`src/rtl/pong_pkg.sv`:
```
// Shared definitions for the Pong telemetry transmitter: frame layout,
// byte-index constants, FSM state encodings and the snapshot bundle.
package pong_pkg;

    localparam int         FRAME_LEN  = 8;
    localparam logic [7:0] HEADER_DEF = 8'hA5;
    localparam logic [7:0] TRAILER    = 8'h0A;

    // Byte positions within a frame
    localparam logic [2:0] IDX_HDR  = 3'd0;
    localparam logic [2:0] IDX_X    = 3'd1;
    localparam logic [2:0] IDX_YB   = 3'd2;
    localparam logic [2:0] IDX_YP   = 3'd3;
    localparam logic [2:0] IDX_YA   = 3'd4;
    localparam logic [2:0] IDX_SC   = 3'd5;
    localparam logic [2:0] IDX_CHK  = 3'd6;
    localparam logic [2:0] IDX_TRL  = 3'd7;
    localparam logic [2:0] IDX_LAST = 3'(FRAME_LEN - 1);

    typedef enum logic [1:0] {
        F_IDLE,
        F_LOAD,
        F_SEND,
        F_FIN
    } frame_state_e;

    typedef enum logic [1:0] {
        U_IDLE,
        U_START,
        U_DATA,
        U_STOP
    } uart_state_e;

    typedef struct packed {
        logic [7:0] x;
        logic [6:0] y_ball;
        logic [6:0] y_paddle;
        logic [6:0] y_ai;
        logic [7:0] score;
    } snap_t;

    function automatic logic [7:0] checksum(input snap_t s);
        return s.x
             ^ {1'b0, s.y_ball}
             ^ {1'b0, s.y_paddle}
             ^ {1'b0, s.y_ai}
             ^ s.score;
    endfunction

endpackage

```
`src/rtl/uart_tx_byte.sv`:
```
// 8N1 byte serializer. Ports: i_Clock, i_Reset (sync, active-high),
// i_TX_DV/i_TX_Byte (byte request), o_TX_Serial (line), o_TX_Active, o_TX_Done.
module uart_tx_byte
    import pong_pkg::*;
#(
    parameter int CLKS_PER_BIT = 5208
) (
    input  logic       i_Clock,
    input  logic       i_Reset,
    input  logic       i_TX_DV,
    input  logic [7:0] i_TX_Byte,
    output logic       o_TX_Serial,
    output logic       o_TX_Active,
    output logic       o_TX_Done
);

    localparam int CNT_W = (CLKS_PER_BIT > 1) ? $clog2(CLKS_PER_BIT) : 1;
    localparam logic [CNT_W-1:0] CNT_LAST = CNT_W'(CLKS_PER_BIT - 1);

    uart_state_e      state_q, state_d;
    logic [CNT_W-1:0] cnt_q, cnt_d;
    logic [2:0]       bit_q, bit_d;
    logic [7:0]       data_q, data_d;
    logic             bit_end;

    assign bit_end     = (cnt_q == CNT_LAST);
    assign o_TX_Active = (state_q != U_IDLE);

    always_ff @(posedge i_Clock) begin
        if (i_Reset) begin
            state_q <= U_IDLE;
            cnt_q   <= '0;
            bit_q   <= '0;
            data_q  <= '0;
        end else begin
            state_q <= state_d;
            cnt_q   <= cnt_d;
            bit_q   <= bit_d;
            data_q  <= data_d;
        end
    end

    // o_TX_Done marks the final cycle of the stop bit; a request accepted
    // in that same cycle chains the next start bit with no idle gap.
    always_comb begin
        state_d     = state_q;
        cnt_d       = cnt_q;
        bit_d       = bit_q;
        data_d      = data_q;
        o_TX_Serial = 1'b1;
        o_TX_Done   = 1'b0;

        if (state_q != U_IDLE) begin
            cnt_d = bit_end ? '0 : cnt_q + CNT_W'(1);
        end

        case (state_q)
            U_IDLE: begin
                if (i_TX_DV) begin
                    data_d  = i_TX_Byte;
                    cnt_d   = '0;
                    state_d = U_START;
                end
            end
            U_START: begin
                o_TX_Serial = 1'b0;
                if (bit_end) begin
                    bit_d   = '0;
                    state_d = U_DATA;
                end
            end
            U_DATA: begin
                o_TX_Serial = data_q[bit_q];
                if (bit_end) begin
                    bit_d = bit_q + 3'd1;
                    if (bit_q == 3'd7) begin
                        state_d = U_STOP;
                    end
                end
            end
            U_STOP: begin
                if (bit_end) begin
                    o_TX_Done = 1'b1;
                    if (i_TX_DV) begin
                        data_d  = i_TX_Byte;
                        state_d = U_START;
                    end else begin
                        state_d = U_IDLE;
                    end
                end
            end
            default: state_d = U_IDLE;
        endcase
    end

endmodule

```
`src/rtl/pong_status_tx.sv`:
```
// Pong telemetry: snapshots ball/paddle/score state into an 8-byte frame
// and sends it as 8N1 UART on i_Send or on any score change.
// Ports: i_Clock, i_Reset (sync, active-high), i_Send, game-state inputs,
// o_TX_Serial (line), o_Busy (frame in flight), o_Done (frame-end pulse).
module pong_status_tx
    import pong_pkg::*;
#(
    parameter int         CLKS_PER_BIT = 5208,
    parameter logic [7:0] HEADER       = HEADER_DEF
) (
    input  logic       i_Clock,
    input  logic       i_Reset,
    input  logic       i_Send,
    input  logic [7:0] i_X_Ball,
    input  logic [6:0] i_Y_Ball,
    input  logic [6:0] i_Y_Paddle,
    input  logic [6:0] i_Y_Ai,
    input  logic [3:0] i_Player_Score,
    input  logic [3:0] i_Ai_Score,
    output logic       o_TX_Serial,
    output logic       o_Busy,
    output logic       o_Done
);

    frame_state_e state_q, state_d;
    logic [2:0]   idx_q, idx_d;
    logic         pend_q, pend_d;
    logic [7:0]   score_q, score_d;
    snap_t        snap_q, snap_d;

    logic [7:0] score_in;
    logic       trigger;
    logic [2:0] nxt_idx;
    logic [7:0] nxt_byte;
    logic       tx_dv;
    logic [7:0] tx_byte;
    logic       tx_done;
    logic       tx_active;

    assign score_in = {i_Player_Score, i_Ai_Score};
    assign trigger  = i_Send | (score_in != score_q);
    assign nxt_idx  = idx_q + 3'd1;

    // FIN keeps busy high only when another frame is already queued
    assign o_Busy = tx_active
                  | (state_q == F_LOAD)
                  | (state_q == F_SEND)
                  | ((state_q == F_FIN) & pend_q);

    uart_tx_byte #(
        .CLKS_PER_BIT(CLKS_PER_BIT)
    ) u_tx (
        .i_Clock    (i_Clock),
        .i_Reset    (i_Reset),
        .i_TX_DV    (tx_dv),
        .i_TX_Byte  (tx_byte),
        .o_TX_Serial(o_TX_Serial),
        .o_TX_Active(tx_active),
        .o_TX_Done  (tx_done)
    );

    always_ff @(posedge i_Clock) begin
        if (i_Reset) begin
            state_q <= F_IDLE;
            idx_q   <= '0;
            pend_q  <= 1'b0;
            score_q <= '0;
            snap_q  <= '0;
        end else begin
            state_q <= state_d;
            idx_q   <= idx_d;
            pend_q  <= pend_d;
            score_q <= score_d;
            snap_q  <= snap_d;
        end
    end

    always_comb begin
        nxt_byte = TRAILER;
        case (nxt_idx)
            IDX_HDR: nxt_byte = HEADER;
            IDX_X:   nxt_byte = snap_q.x;
            IDX_YB:  nxt_byte = {1'b0, snap_q.y_ball};
            IDX_YP:  nxt_byte = {1'b0, snap_q.y_paddle};
            IDX_YA:  nxt_byte = {1'b0, snap_q.y_ai};
            IDX_SC:  nxt_byte = snap_q.score;
            IDX_CHK: nxt_byte = checksum(snap_q);
            IDX_TRL: nxt_byte = TRAILER;
            default: nxt_byte = TRAILER;
        endcase
    end

    always_comb begin
        state_d = state_q;
        idx_d   = idx_q;
        pend_d  = pend_q;
        snap_d  = snap_q;
        score_d = score_in;
        tx_dv   = 1'b0;
        tx_byte = HEADER;
        o_Done  = 1'b0;

        // Any number of triggers during a frame collapse into one
        if ((state_q != F_IDLE) && trigger) begin
            pend_d = 1'b1;
        end

        case (state_q)
            F_IDLE: begin
                if (trigger) begin
                    state_d = F_LOAD;
                end
            end
            F_LOAD: begin
                snap_d = '{x:        i_X_Ball,
                           y_ball:   i_Y_Ball,
                           y_paddle: i_Y_Paddle,
                           y_ai:     i_Y_Ai,
                           score:    score_in};
                idx_d   = '0;
                pend_d  = 1'b0;
                tx_dv   = 1'b1;
                tx_byte = HEADER;
                state_d = F_SEND;
            end
            F_SEND: begin
                if (tx_done) begin
                    if (idx_q == IDX_LAST) begin
                        state_d = F_FIN;
                    end else begin
                        idx_d   = nxt_idx;
                        tx_dv   = 1'b1;
                        tx_byte = nxt_byte;
                    end
                end
            end
            F_FIN: begin
                o_Done  = 1'b1;
                state_d = (pend_q | trigger) ? F_LOAD : F_IDLE;
            end
            default: state_d = F_IDLE;
        endcase
    end

endmodule

```
`config.mk`:
```
export PLATFORM = sky130hd
export DESIGN_NAME = pong_status_tx
export DESIGN_NICKNAME = d
export VERILOG_FILES = /design/src/rtl/pong_pkg.sv /design/src/rtl/uart_tx_byte.sv /design/src/rtl/pong_status_tx.sv
export SDC_FILE = /design/constraint.sdc
export NUM_CORES = 1
export LEC_CHECK = 0
export CAP_MARGIN = 15
export CORE_ASPECT_RATIO = 0.7
export CORE_MARGIN = 4
export CORE_UTILIZATION = 60
export CTS_CLUSTER_DIAMETER = 150
export DETAILED_ROUTE_END_ITERATION = 10
export DONT_BUFFER_PORTS = 1
export PLACE_DENSITY = 0.74
export SYNTH_ARGS = -nofsm -noshare
export SYNTH_HDL_FRONTEND = slang
export SYNTH_SLANG_ARGS = --single-unit
```
`constraint.sdc`:
```
create_clock -name i_Clock -period 5.1 [get_ports i_Clock]
set_input_delay 0.765 -clock i_Clock [delete_from_list [all_inputs] [get_ports i_Clock]]
set_output_delay 0.765 -clock i_Clock [all_outputs]
set_load 0.03 [all_outputs]
```
# Yosys cells after proc, flatten, opt, wreduce, memory -nomap -nowiden
# Cells that the tools add are included.
# op_classes
order_cmp	1
bitwise_logic	10
n_reduce_logical	15
eq_ne	26
addsub	3
mux	38
# ops
cell	n
8-bit one-hot mux with 8 select lines	1
13-bit two-way mux	4
8-bit two-way mux	5
8-bit by 7-bit XOR with 8-bit output	3
3-bit equality test, second input constant	6
2-bit two-way mux	8
2-bit one-hot mux with 4 select lines	2
8-bit one-hot mux with 2 select lines	1
13-bit by 1-bit adder with 13-bit output, second input constant	1
13-bit equality test, second input constant	1
3-bit two-way mux	4
3-bit one-hot mux with 2 select lines	2
2-bit by 1-bit inequality test with 1-bit output, second input constant	5
2-bit nonzero test	5
3-bit AND reduction	3
2-bit equality test, second input constant	4
1-bit two-way mux	8
2-bit inequality test, second input constant	4
8-bit inequality test	1
8-bit XOR	1
3-bit by 1-bit adder with 3-bit output, second input constant	2
3-bit by 2-bit equality test with 1-bit output, second input constant	2
1-bit OR	5
5-bit AND reduction	1
other kinds (11)	14
# word_totals
wordCells	106
out_inout_bits	3
ff_bits	77

# Longest topological paths before layout
# Gate-level depths: netlist (run 1).
# logic_depth
ltp_word	11
ltp_mapped	9
depth_no_buf	7

# Hierarchy
# Synthesis (run 1) repeated with hierarchy kept, for this count alone.
# unflattened
cells_unflattened	453
hier_area_um2	4260.3
# by_module_without_submodules
module	n_inst	cells_per_inst	area_each_um2	seq_area_each_um2
pong_status_tx	1	276	2718.9	1021.0
uart_tx_byte	1	177	1541.5	520.5

# Worst setup path after synthesis (run 1)
# OpenSTA, ideal clock, no wires.
# synth_timing
path_type	register to output
from	reg state_q[1]
to	out o_Busy
stages_incl_launch_ff	8
arrival_ps	1980
path_slack_ps	2355
cell_sequence	dfxtp_1 inv_1 ha_1 clkbuf_1 buf_1 buf_1 nor2_1 nand3_1
# synth_between
elab_chain_cells	4
word_cells_on_any_way	7
classes_between	3 x eq/ne; 4 x bitwise
# synth_lines
item	line	text
start: declaration	pong_status_tx.sv:25	frame_state_e state_q, state_d;
start signal: assignment	pong_status_tx.sv:70	state_q <= state_d;
2-bit by 1-bit equality test with 1-bit output	pong_status_tx.sv:46	| (state_q == F_LOAD)
1-bit OR	pong_status_tx.sv:46	
1-bit OR	pong_status_tx.sv:47	| (state_q == F_SEND)
1-bit OR (*)	pong_status_tx.sv:48	| ((state_q == F_FIN) & pend_q);
end: declaration	pong_status_tx.sv:21	output logic o_Busy,
# Every way passes the cells marked *; elsewhere a longest branch is shown, timed or not.

# Worst setup path after layout (run 1)
# Same ends and word-level chain as after synthesis.

==> metrics, run 1 <==
RSZ-0062 raised after global routing=false; Post-synth EDFFs=0; largest net degree at the start of global routing=78; area of the multi-input gates=2330 um^2; non-filler instance count after layout=518; register area share after synthesis=38.40%; clock sinks=77; die height=76.43 um; gp weighted congestion=0.8310; CP top delay family=buffers and inverters; Seq. cell area=1541 um^2; layout cell share with drive strength beyond 1=7.260%; worst setup path startpoint=state_q[1]; Crit path depth=5; first-pass GRT wire length=14.56 mm; routed len/inst=16.52 um; ANT cells=0; critical path arrival=1.90 ns; status=finished, final reports clean; dominant synthesized flop cell=dfxtp_1; DP HPWL=6.107 mm; Crit Path Class=flip-flop to primary output; fin crit period=2.662 ns; filler cell count=about 540; pre-CTS setup slack=2.684 ns; IO Pins=43; Cells on Worst Hold Path=2; Port Buf Inserts=0; antenna violations before repair=0; final worst setup slack=approximately 2.4 ns; Design Area, Final=4265 um^2; Setup crit start kind=flip-flop; CP Capture Type=primary output; number of global-route vias before repair=about 2900; worst skew pair latency=0.35 ns; clk slew on worst S/H paths=0.08 ns; Final Util=67.00%; dpl cells=502; DRC Markers=0; Area after DPL=4049 um^2; CTS buffer count=9; setup TNS=0 ns; die area=8083 um^2; post-synth net total=between 400 and 500; Iteration-0 DRC Markers=196; Req. time, crit path=roughly 4.3 ns; Worst Reg-to-Reg Cells=7; flop and latch count out of synthesis=77; GRT overflow=0; measured slew at the worst slew-check pin=0.9548 ns; via count=3083; Async S/R FF share, synth=0%; clock tree buffer depth=2; worst r2r src=u_tx.cnt_q[0]; CTS tree=built; core box area=6366 um^2; Slew headroom=36.11%; final hold vios=0; Routed Antenna Nets=0; Initial Util=between 60% and 70%; Max-cap violations=0; Total GRT Usage=22.12%; Post-CTS Setup Bufs=0; # setup viols final=0; P per Cell Area=480.1 nW/um^2; final worst path period share=52.20%; Routed WL=8.556 mm; Worst Skew=0.006297 ns; Final Slew Violations=0; Buf/Inv on CP=2; critical-path cell with the highest stage delay=buf_4; 1st-pass router iterations=6; Resized cells post-CTS=0; die width=105.8 um; routed vias/inst=roughly 6; cells after synthesis=434; H-tree lvl count=3; Final nets=about 480; Clock Tree Root=clkbuf_8; hold path startpoint=u_tx.data_q[6]; CP max FO=43; P_leak=0.001543 uW; CP max stage delay=0.51 ns; Syn Area/Cell=9.249 um^2; mapped cell area=4014 um^2; synth unique cells=55; Syn. warnings=0; fmax=~0.38 GHz; cells along the critical path=inv_1 > ha_2 > buf_4 > nor2_1 > nand3_1; Area growth syn-to-layout=6.266%; # rows=24; VDD IR max=between 0.0002 and 0.0003 V; CTS hold repair buffers=0; Hold Crit Class=flip-flop to flip-flop
## flip-flops by register name, summed over array words and instances, names as in the netlist
| register | count |
|---|---|
| idx_q | 3 |
| state_q | 2 |
| pend_q | 1 |
| snap_q | 37 |
| score_q | 8 |
| u_tx.data_q | 8 |
| u_tx.state_q | 2 |
| u_tx.cnt_q | 13 |
| u_tx.bit_q | 3 |
## report_power, final
| group | total, uW | switching, uW | internal [uW] | leakage, uW |
|---|---|---|---|---|
| logic | 733 | 390 | 343 | 0.000811 |
| registers | 811 | 104 | 707 | 0.000629 |
| clock network | 503 | 226 | 278 | 0.000104 |
| total | 2050 | 720 | 1330 | 0.00154 |
## worst paths after layout
path,endpoint,slack [ns]
hold / removal,u_tx.data_q[6],0.45
hold reg to reg,u_tx.data_q[6],0.45
setup reg to reg,u_tx.cnt_q[9],2.63
setup / recovery,o_Busy,2.44
## cells in the final DEF, fill, tap and decap left out, types with 6 or more instances in the layout
| cell | Yosys | layout |
|---|---|---|
| nor3_1 | 13 | 13 |
| xnor2_1 | 17 | 17 |
| clkbuf_8 | 0 | 9 |
| nor2b_1 | 12 | 12 |
| nand3_1 | 10 | 10 |
| a22oi_1 | 7 | 7 |
| ha_1 | 17 | 16 |
| a21oi_1 | 19 | 19 |
| xor2_1 | 12 | 12 |
| mux2i_1 | 41 | 41 |
| o21ai_0 | 9 | 9 |
| nand2_1 | 22 | 22 |
| dfxtp_1 | 77 | 77 |
| mux2_2 | 6 | 6 |
| nor2_1 | 59 | 59 |
| inv_1 | 13 | 13 |
## Yosys cell counts, types with 3 or more instances
master | instances | area, um^2
a211oi_1 | 4 | 30.03
a21oi_1 | 19 | 95.09
a222oi_1 | 3 | 30.03
a22oi_1 | 7 | 52.55
a311oi_1 | 4 | 35.03
a41oi_1 | 3 | 26.28
and3_1 | 4 | 25.02
buf_1 | 4 | 15.01
clkbuf_1 | 19 | 71.32
dfxtp_1 | 77 | 1541
ha_1 | 17 | 212.7
inv_1 | 13 | 48.80
mux2_2 | 6 | 67.56
mux2i_1 | 41 | 410.4
nand2_1 | 22 | 82.58
nand3_1 | 10 | 50.05
nand3b_1 | 3 | 22.52
nand4_1 | 3 | 18.77
nor2_1 | 59 | 221.5
nor2b_1 | 12 | 75.07
nor3_1 | 13 | 65.06
nor3b_1 | 4 | 30.03
nor4_1 | 4 | 25.02
o2111ai_1 | 3 | 26.28
o21ai_0 | 9 | 45.04
o22ai_1 | 3 | 18.77
xnor2_1 | 17 | 148.9
xnor3_1 | 4 | 90.09
xor2_1 | 12 | 105.1
## per-stage QoR
step,total power (uW),hold WS [ns]
4_1_cts,2053,0.4477
3_5_place_dp,1551,0.4390
5_1_grt,2179,0.4532
3_3_place_gp,1530,0.4369
2_1_floorplan,1434,0.4287
6_report,2048,0.4475
## cell families (layout without fill, tap and decap cells)
kind of cell               count (synthesis)  after routing  synth area share (%)
buffers and inverters                     38             31                 3.616
DFF                                       77             77                 38.40
AOI/OAI and AO/OA                         76             76                 13.62
adders and majority gates                 17             17                 5.299
xor gates and xnor gates                  33             33                 8.572
and+or+nand+nor                          144            144                 17.46
muxes                                     49             49                 13.03
## cell type report
class / count / share of cell area (%)
inverter: 13 / 1.144
sequential: 77 / 36.14
tap: 91 / 2.669
clock inverter: 5 / 1.995
clock buffer: 11 / 3.080
multi-input combinational: 319 / 54.62
timing repair buffer: 2 / 0.3520
## layer usage
metal  up-vias  track usage [%]  part of all wire, %
li1       1529                -                    -
met2        92            30.15                   40
met5         -                0                    0
met1      1450            33.77                   51
met3        12            6.859                  7.3
met4         0            4.657                  1.1
## worst register-to-register path: cells and delay by family, from the launching register on
family | cells | cell delay, ns
and+or+nand+nor | 3 | 1.06
AOI/OAI and AO/OA | 2 | 0.54
adders and majority gates | 1 | 0.26
DFF | 1 | 0.33
buffers and inverters | 1 | 0.19
(Power assumes the default switching activity.)
==> run 2: changes to the inputs <==
- CORE_UTILIZATION: 60 -> 57
- PLACE_DENSITY: 0.74 -> 0.73
- clock period: 5.1 -> 2.4 ns (I/O delays scaled with it)
==> run 2 against run 1 <==
  * Critical path depth did not move
  * Largest cell class unchanged
  * Clock power rose by 120%
  * Via count rose by 2.7%
  * Highest routed layer unchanged
==> metrics, run 2 (same netlist as run 1, synthesis figures left out) <==
die height=roughly 78 um; largest registers=snap_q x37, u_tx.cnt_q x13; sequential power share=38.7%; Clock Tree Root=clkbuf_8; die width=108.3 um; Routed WL=9.040 mm; net switching power=roughly 1600 uW; gp weighted congestion=roughly 0.90; CTS hold repair buffers=0; fin crit period=2.303 ns; commonest non-fill, non-tap cell in the layout=dfxtp_1; non-filler instance count after layout=534; Initial Util=slightly below 60%; 1st-pass router iterations=5; # setup viols final=0; DRC Markers=0; Req. time, crit path=~2.7 ns; Port Buf Inserts=0; antenna violations before repair=0; Routed Antenna Nets=0; CTS buffer count=9; layout cell share with drive strength beyond 1=a little under an eighth; P_int=between 2000 and 3000 uW; status=finished, final reports clean; clock tree buffer depth=2; Final nets=492; leading cell types in the layout, fill and taps excluded=77 x dfxtp_1, 58 x nor2_1, 41 x mux2i_1; final hold vios=0; Hold Crit Class=primary input to flip-flop; IO Pins=43; clock power share=24.9%; clock sinks=77; clk slew on worst S/H paths=0.08 ns; Worst Skew=~0.012 ns; Comb power frac=36.4%; measured slew at the worst slew-check pin=about 0.74 ns; # rows=25; final worst setup slack=0.09675 ns; largest net degree at the start of global routing=78; DP HPWL=roughly 6.7 mm; pre-CTS setup slack=-0.03479 ns; CP Capture Type=flip-flop; CP max FO=7; via count=3167; core box area=6788 um^2; ANT cells=0; critical path arrival=2.56 ns; Final Slew Violations=0; final worst path period share=95.97%; routed vias/inst=~6; Total GRT Usage=22.68%; H-tree lvl count=3; CTS tree=built; GRT overflow=0; VDD IR max=roughly 0.00050 V; switching share of power=35.16%; largest register by flop count=snap_q; Slew headroom=49.13%; Iteration-0 DRC Markers=205; dpl cells=518; first-pass GRT wire length=15.16 mm; area of the multi-input gates=about 2300 um^2; max reg flops=37; P_leak=0.001619 uW; Area growth syn-to-layout=9.663%; routed len/inst=16.93 um; RSZ-0062 raised after global routing=false; fmax=about 0.43 GHz; filler cell count=569; die area=8470 um^2; Seq. cell area=approximately 1500 um^2; Max-cap violations=0; worst skew pair latency=0.35 ns; Setup crit start kind=flip-flop; Crit Path Class=flip-flop to flip-flop; P per Cell Area=1009 nW/um^2; number of global-route vias before repair=3029
run 2: cell types whose count changed in the layout (fill, tap and decap cells not counted), sizes merged:
cell    previous run  this run
inv               13        14
buf                2        15
clkbuf            11        10
run 2: layout make-up:
type                       count  share of cell area (%)
sequential                    77                   35.02
tap                           94                   2.672
clock buffer                  10                   3.127
multi-input combinational    319                   53.38
inverter                      13                   1.109
timing repair buffer          15                   2.558
clock inverter                 6                   2.132
run 2: critical path, cell delays in order, from the launching register on:
cell	delay [ns]
dfxtp_1	0.35
or4b_4	0.59
or4_4	0.62
a31oi_4	0.28
a31oi_1	0.13
a311oi_1	0.26
run 2: metal layers:
layer	GRT usage (%)	wire length, um
met1	33.25	4486
met2	31.76	3622
met3	6.574	831
met4	7.314	101
met5	0	0
run 2: per-stage QoR:
stage	setup TNS (ns)	cell area [um^2]	hold WS (ns)	total power (uW)	util (%)
finish	0	4402	0.07259	4443	64.85
global placement	0	4150	0.4340	3286	61.14
CTS	0	4388	0.06401	4455	64.65
floorplan	0	4014	0.4287	3047	-
detailed placement	-0.03479	4150	0.4419	3346	61.14
global route	0	4402	0.04654	4720	64.85
run 2: repair_timing:
action,in CTS,in global routing
resized for setup,2,3
setup endpoints to repair,2,4
pin swaps,0,1
endpoints found under the hold margin,0,0
buffers inserted,0,0
run 2: final timing paths:
path                                     start         endpoint  slack [ns]  cells past startpoint
worst max-delay path             u_tx.cnt_q[9]  u_tx.state_q[0]         0.1                      5
worst min-delay path                   i_Reset       score_q[6]        0.07                      1
worst max register to register   u_tx.cnt_q[9]  u_tx.state_q[0]         0.1                      5
worst min register to register  u_tx.data_q[6]   u_tx.data_q[6]        0.47                      2
run 2: power by group through the flow:
stage | logic, uW | clock network [uW] | registers, uW
4_1_cts | 1610 | 1130 | 1710
5_1_grt | 1780 | 1190 | 1750
3_5_place_dp | 1600 | 0 | 1740
6_report | 1620 | 1110 | 1720
3_3_place_gp | 1560 | 0 | 1730
2_1_floorplan | 1380 | 0 | 1670
